<file path="src/rtl/rx_link_ctrl.sv">
`default_nettype none
// ============================================================================
// Module      : rx_link_ctrl
// Description : Receive-path link sequencer between the rx deserialiser and
//               the rx_fifo write port. Hunts for framing, verifies a run of
//               clean bytes, then forwards bytes to the FIFO while LOCKED.
//               Drops the link on reframe or traffic gap and keeps saturating
//               drop / relock statistics.
// Ports       : clk, rst            - clk_sample domain, sync active-high rst
//               rx_valid, rx_data   - byte strobe and data from deserialiser
//               rx_reframe          - deserialiser framing loss strobe
//               fifo_full           - rx_fifo full flag
//               clear_stats         - zero both statistics counters
//               fifo_wr_en/fifo_din - registered FIFO write port
//               link_up, link_state - link status (00 HUNT,01 VERIFY,10 LOCKED)
//               drop_count          - bytes lost to fifo_full while LOCKED
//               relock_count        - LOCKED->HUNT transitions
// Revision    : 1.0 - initial release
// ============================================================================
module rx_link_ctrl #(
    parameter int LOCK_BYTES  = 8,
    parameter int GAP_TIMEOUT = 1024,
    parameter int CNT_W       = 16
) (
    input  logic             clk,
    input  logic             rst,
    input  logic             rx_valid,
    input  logic [7:0]       rx_data,
    input  logic             rx_reframe,
    input  logic             fifo_full,
    input  logic             clear_stats,
    output logic             fifo_wr_en,
    output logic [7:0]       fifo_din,
    output logic             link_up,
    output logic [1:0]       link_state,
    output logic [CNT_W-1:0] drop_count,
    output logic [CNT_W-1:0] relock_count
);

    localparam logic [1:0] c_ST_HUNT   = 2'b00;
    localparam logic [1:0] c_ST_VERIFY = 2'b01;
    localparam logic [1:0] c_ST_LOCKED = 2'b10;

    localparam int               c_TMR_W    = $clog2(GAP_TIMEOUT + 1);
    localparam logic [c_TMR_W-1:0] c_GAP_MAX  = c_TMR_W'(GAP_TIMEOUT);
    localparam logic [c_TMR_W-1:0] c_GAP_LAST = c_TMR_W'(GAP_TIMEOUT - 1);
    localparam logic [7:0]       c_LOCK     = 8'(LOCK_BYTES);

    logic [1:0]         r_state;
    logic               r_link_up;
    logic [c_TMR_W-1:0] r_gap;
    logic [7:0]         r_clean;
    logic               r_wr_en;
    logic [7:0]         r_din;
    logic [CNT_W-1:0]   r_drop;
    logic [CNT_W-1:0]   r_relock;

    logic               w_timeout;
    logic               w_lost;
    logic [1:0]         w_state_nxt;
    logic [7:0]         w_clean_nxt;
    logic               w_accept;
    logic               w_drop;
    logic               w_relock;

    // Timeout only fires on a quiet cycle; any byte restarts the gap window.
    assign w_timeout = !rx_valid && (r_gap == c_GAP_LAST);
    // Reframe outranks a byte arriving in the same cycle.
    assign w_lost    = rx_reframe || w_timeout;

    always_comb begin
        w_state_nxt = r_state;
        w_clean_nxt = r_clean;
        w_accept    = 1'b0;
        w_drop      = 1'b0;
        w_relock    = 1'b0;
        case (r_state)
            c_ST_HUNT: begin
                if (rx_valid && !rx_reframe) begin
                    // A single-byte lock requirement is already met by this byte.
                    w_state_nxt = (c_LOCK == 8'd1) ? c_ST_LOCKED : c_ST_VERIFY;
                    w_clean_nxt = 8'd1;
                end
            end
            c_ST_VERIFY: begin
                if (w_lost) begin
                    w_state_nxt = c_ST_HUNT;
                    w_clean_nxt = 8'd0;
                end else if (rx_valid) begin
                    w_clean_nxt = r_clean + 8'd1;
                    if (r_clean + 8'd1 == c_LOCK) begin
                        w_state_nxt = c_ST_LOCKED;
                    end
                end
            end
            c_ST_LOCKED: begin
                if (w_lost) begin
                    w_state_nxt = c_ST_HUNT;
                    w_clean_nxt = 8'd0;
                    w_relock    = 1'b1;
                end else if (rx_valid) begin
                    w_accept = !fifo_full;
                    w_drop   = fifo_full;
                end
            end
            default: begin
                w_state_nxt = c_ST_HUNT;
                w_clean_nxt = 8'd0;
            end
        endcase
    end

    always_ff @(posedge clk) begin
        if (rst) begin
            r_state   <= c_ST_HUNT;
            r_link_up <= 1'b0;
            r_gap     <= '0;
            r_clean   <= 8'd0;
            r_wr_en   <= 1'b0;
            r_din     <= 8'd0;
            r_drop    <= '0;
            r_relock  <= '0;
        end else begin
            r_state   <= w_state_nxt;
            r_link_up <= (w_state_nxt == c_ST_LOCKED);
            r_clean   <= w_clean_nxt;
            r_wr_en   <= w_accept;
            if (w_accept) begin
                r_din <= rx_data;
            end

            if (rx_valid || (w_state_nxt != r_state)) begin
                r_gap <= '0;
            end else if (r_gap != c_GAP_MAX) begin
                r_gap <= r_gap + c_TMR_W'(1);
            end

            // Clear has priority over a coincident increment.
            if (clear_stats) begin
                r_drop   <= '0;
                r_relock <= '0;
            end else begin
                if (w_drop && (r_drop != {CNT_W{1'b1}})) begin
                    r_drop <= r_drop + CNT_W'(1);
                end
                if (w_relock && (r_relock != {CNT_W{1'b1}})) begin
                    r_relock <= r_relock + CNT_W'(1);
                end
            end
        end
    end

    assign fifo_wr_en   = r_wr_en;
    assign fifo_din     = r_din;
    assign link_up      = r_link_up;
    assign link_state   = r_state;
    assign drop_count   = r_drop;
    assign relock_count = r_relock;

endmodule
`default_nettype wire

</file>
<file path="config.mk">
export PLATFORM = sky130hd
export DESIGN_NAME = rx_link_ctrl
export DESIGN_NICKNAME = d
export VERILOG_FILES = /design/src/rtl/rx_link_ctrl.sv
export SDC_FILE = /design/constraint.sdc
export NUM_CORES = 1
export LEC_CHECK = 0
export CORE_AREA = 2 2 63 95
export DETAILED_ROUTE_END_ITERATION = 10
export DIE_AREA = 0 0 65 97
export DONT_BUFFER_PORTS = 1
export HOLD_SLACK_MARGIN = 0.02
export PLACE_DENSITY = 0.74
export SYNTH_ARGS = -nofsm -noshare
export SYNTH_HDL_FRONTEND = slang
export SYNTH_SLANG_ARGS = --single-unit
</file>
<file path="constraint.sdc">
create_clock -name clk -period 2.75 [get_ports clk]
set_input_delay 0.825 -clock clk [delete_from_list [all_inputs] [get_ports clk]]
set_output_delay 0.825 -clock clk [all_outputs]
set_load 0.03 [all_outputs]
</file>
# == Word level (Yosys, flattened, before mapping) ==
# Cells that the tools add are included.
# classes
add_sub_neg,4
multipliers,0
div_mod_pow,0
n_lt_le_gt_ge,0
n_eq_ne,12
shift,0
n_mux,19
bitwise_logic,0
n_reduce_logical,13
# op_table
cell,count
$add A16 B1 Y16 const B,2
$mux W8,4
$ne A16 B16 Y1 const B,2
$pmux W8 S3,1
$add A11 B1 Y11 const B,1
$eq A11 B10 Y1 const B,1
$ne A11 B11 Y1 const B,1
$mux W2,5
$add A8 B1 Y8 const B,1
$eq A8 B4 Y1 const B,1
$mux W1,8
$pmux W2 S3,1
$eq A2 B2 Y1 const B,2
$logic_and A1 B1 Y1,4
$ne A2 B2 Y1 const B,2
$reduce_or A2 Y1,2
$logic_not A1 Y1,3
$ne A3 B3 Y1 const B,1
$reduce_and A3 Y1,1
$eq A2 B1 Y1 const B,1
$logic_not A2 Y1,1
$logic_or A1 B1 Y1,2
$ne A2 B2 Y1,1
# totals
reg_bits,63
latchBits,0
ram_bits,0
mem_bits_ro,0
inputBits,14
out_inout_bits,44
mem_count,0

# == Longest topological paths before layout ==
# logic_depth
word_depth,9
mapped_depth,7

# == Worst setup path after synthesis ==
# Ideal clock, no wire load.
# synth_path
kind,input to register
from,input port rx_valid
to,register r_relock[15] (netlist: relock_count[15])
t_arrival_ns,2.266
required_time_ns,2.680
path_slack_ns,0.413
path_stages,7
path_buffers,2
path_cell_list,buf_6 nor4b_4 nand4_2 a21o_1 buf_6 or4_1 a21oi_1
# synth_via
elab_chain_len,6
# synth_rtl
item,line,text
"start, declared",27,"input logic rx_valid,"
$logic_not A1 Y1,67,assign w_timeout = !rx_valid && (r_gap == c_GAP_LAST);
$logic_and A1 B1 Y1,67,
$logic_or A1 B1 Y1,69,assign w_lost = rx_reframe || w_timeout;
$mux W1,97,if (w_lost) begin
$mux W1,77,case (r_state)
$logic_and A1 B1 Y1,146,if (w_relock && (r_relock != {CNT_W{1'b1}})) begin
"end signal, assigned",147,r_relock <= r_relock + CNT_W'(1);
"end, declared",56,logic [CNT_W-1:0] r_relock;
# No other way between the ends.
# A chain may end at the register's enable or synchronous reset.

# == Worst setup path after layout ==
# layout_path
from,register r_relock[1] (netlist: relock_count[1])
to,register r_relock[2] (netlist: relock_count[2])
# layout_via
elab_chain_len,2
word_cells_on_any_way,3
classes_between,1 x add/sub; 1 x eq/ne; 1 x reduce/logical
# layout_rtl
item
branches (longest 2 deep; another with $add A16 B1 Y16)
# Several ways; the timed one is not identified.

==> results.sh <==
export IMPL_status="complete, no violations"
export IMPL_syn_area_per_cell_um2=8.54
export IMPL_critical_path_class="register to register"
export IMPL_synth_flop_cell="dfxtp_1"
export IMPL_hpwl_um=4750
export IMPL_clkSlewWorstSetupHoldPaths_ns=0.07
export IMPL_antenna_found_initial=0
export IMPL_portBuffers=0
export IMPL_internal_power_mw=1.49
export IMPL_yosysSeqAreaShare_pct=39.6
export IMPL_endpoint_kind="register"
export IMPL_detail_route_wl_per_cell_um=15.0
export IMPL_place_gp_congestion=0.815
export IMPL_cts_buffers_inserted=9
export IMPL_setup_viol=0
export IMPL_globalRoute_totalOverflow=0
export IMPL_fmax_ghz=0.451
export IMPL_syn2layout_area_growth_pct=9.23
export IMPL_avgViaCountPerCell=6.14
export IMPL_dr_pass1_iters=4
export IMPL_fin_crit_sh_pct=80.6
export IMPL_hold_path_startpoint="r_clean[7]$_SDFFE_PP0P_"
export IMPL_drc=0
export IMPL_ios=58
export IMPL_row_count=33
export IMPL_r2r_start="relock_count[1]$_SDFFE_PP0P_"
export IMPL_fp_dieW_um=65
export IMPL_crit_arrival_ns=2.45
export IMPL_fin_crit_ns=2.22
export IMPL_syn_area_um2=3190
export IMPL_cts_resized=0
export IMPL_finalMaxSlewViolations=0
export IMPL_start_util_pct=58.9
export IMPL_p_sw_uw=389
export IMPL_post_cts_buffers=0
export IMPL_pwr_share_seq_pct=49.3
export IMPL_startpoint="relock_count[1]$_SDFFE_PP0P_"
export IMPL_syn_inst=373
export IMPL_ys_warn_count=0
export IMPL_p_leak_nw=1.17
export IMPL_n_fill_cell=474
export IMPL_yosysUniqueCellTypes=58
export IMPL_rsz0062_at_grt="false"
export IMPL_cpMaxStageDelayCell="dfxtp_1"
export IMPL_async_flop_share_pct=0
export IMPL_maxCapViolCount=0
export IMPL_syn_nets=393
export IMPL_core_um2=5410
export IMPL_dieArea_um2=6310
export IMPL_power_frac_clock_pct=48.1
export IMPL_cts_tree="yes"
export IMPL_clock_latency_ns=0.34
export IMPL_skew_ns=0.00806
export IMPL_setup_tns_ns=0
export IMPL_fp_dieH_um=97
export IMPL_antenna_left=0
export IMPL_worst_setup_path_start_kind="register"
export IMPL_cpLargestDelayFamily="simple AND/OR/NAND/NOR gates"
export IMPL_p_sw_share_pct=20.6
export IMPL_tightest_slew_ns=0.721
export IMPL_slowest_delay_ns=0.55
export IMPL_p_comb_share_pct=2.6
export IMPL_ctsHoldBuffers=0
export IMPL_antennaDiodeCount=0
export IMPL_cts_sinks=63
export IMPL_crit_fanout=17
export IMPL_nets=396
export IMPL_synth_edf_count=0
export IMPL_grt_max_degree=27
export IMPL_grt_pass1_vias=2643
export IMPL_ir_drop_v=0.000401
export IMPL_final_common_cell="dfxtp_1"
export IMPL_vias=2767
export IMPL_initialDrtViolationCount=168
export IMPL_layout_common_cells="dfxtp_1 (63), nor2_1 (45), nand2_1 (35)"
export IMPL_finalNonFillerCells=451
export IMPL_maxSlewHeadroom_pct=51.8
export IMPL_grt_pass1_wl_um=11700
export IMPL_required_ns=2.98
export IMPL_ys_ff_latch=63
export IMPL_clockRootBuffer="clkbuf_8"
export IMPL_power_density_nw_per_um2=541
export IMPL_dp_slack_ns=0.413
export IMPL_finalHoldViolations=0
export IMPL_placed_cells=435
export IMPL_drive_above_1_share_pct=10.2
export IMPL_grt_usage_pct=23.3
export IMPL_cts_buffer_depth=2
export IMPL_final_util_pct=64.4
export IMPL_htree_num_levels=3
export IMPL_layout_setup_ws_ns=0.534
export IMPL_path_cells="ha_1 > nand4_1 > or4_4 > nor2_2 > o311ai_0 > o41ai_1"
export IMPL_drt_wl_total_um=6780
export IMPL_path_buf_inv=0
export IMPL_fin_hold_ws_ns=0.483
export IMPL_hold_class="register to register"
==> worst register-to-register path, cell delays in order, from the launching register on <==
cell and delay (ns):
dfxtp_1 0.55, ha_1 0.27, nand4_1 0.10, or4_4 0.45
nor2_2 0.43, o311ai_0 0.19, o41ai_1 0.11
==> metrics by stage <==
stage | area (um2) | total power, mW
5_1_grt | 3480 | 1.96
6_report | 3480 | 1.88
2_1_floorplan | 3190 | 0.993
3_3_place_gp | 3260 | 0.996
3_5_place_dp | 3260 | 0.997
4_1_cts | 3480 | 1.90
==> layer usage <==
layer  track usage (%)  vias up  part of all wire, %
li1                  -     1370                    -
met1              26.0     1310                   42
met2              39.8       78                   51
met3              8.14        9                  5.7
met4              9.00        0                  1.6
met5                 0        -                    0
==> path summary, 6_finish.rpt <==
kind,depth (start not counted),slack [ns],end
max,6,0.53,relock_count[2]$_SDFFE_PP0P_
max reg2reg,6,0.53,relock_count[2]$_SDFFE_PP0P_
min reg2reg,1,0.48,r_clean[7]$_SDFFE_PP0P_
min,1,0.48,r_clean[7]$_SDFFE_PP0P_
==> cells by family (layout without fill, tap and decap cells) <==
logic type / Yosys count / in the layout / synth area share (%)
AO/OA/AOI/OAI: 73 / 73 / 15.1
flip-flops: 63 / 63 / 39.6
multiplexers: 13 / 13 / 4.08
XOR/XNOR: 21 / 21 / 5.77
adder cells (fa/ha/maj): 6 / 6 / 2.36
buffers and inverters: 26 / 34 / 3.85
AND/OR/NAND/NOR: 171 / 171 / 29.3
==> final cells by class <==
cell class                      instances  area (um2)  area share, %
Clock buffer                           13         159           4.57
Clock inverter                          3        65.1           1.87
Inverter                                8        30.0          0.863
Multi-Input combinational cell        284        1800           51.8
Sequential cell                        63        1260           36.2
Tap cell                               70        87.6           2.52
Timing Repair Buffer                   10        75.1           2.16
==> flip-flops by register name (all words and copies together) (netlist names) <==
signal and count:
r_gap 11, relock_count 16, r_clean 8, fifo_wr_en 1, link_up 1, drop_count 16
fifo_din 8, link_state 2
==> cell usage after synthesis (2+ instances only) <==
cell,number,area [um2]
or2_2,3,18.8
buf_6,2,22.5
buf_2,4,20.0
a311oi_1,2,17.5
or3_1,6,37.5
a31o_2,3,26.3
a31oi_1,5,31.3
nand4_2,2,25.0
o31ai_1,5,37.5
and3_1,6,37.5
inv_1,8,30.0
o21a_1,3,22.5
a21o_1,2,15.0
nor2_1,45,169
clkbuf_1,9,33.8
nor3_1,8,40.0
xor2_1,9,78.8
and4_1,6,52.6
nor3b_1,2,15.0
a211oi_1,8,60.1
nand3_1,16,80.1
nand3b_1,3,22.5
or4_1,5,37.5
mux2i_1,13,130
nand4_1,12,75.1
o41ai_1,3,26.3
a21oi_1,21,105
a41oi_1,2,17.5
ha_1,6,75.1
xnor2_1,12,105
nor4_1,4,25.0
dfxtp_1,63,1260
nand2_1,35,131
o21ai_0,12,60.1
nor2b_1,5,31.3
==> power groups by stage <==
stage / logic [mW] / clock network, mW / registers [mW]
CTS: 0.0492 / 0.918 / 0.928
global placement: 0.0476 / 0 / 0.949
finish: 0.0487 / 0.907 / 0.928
detailed placement: 0.0485 / 0 / 0.949
floorplan: 0.0472 / 0 / 0.945
global route: 0.0562 / 0.974 / 0.929
Note: power is estimated with default switching activity, not from simulation.
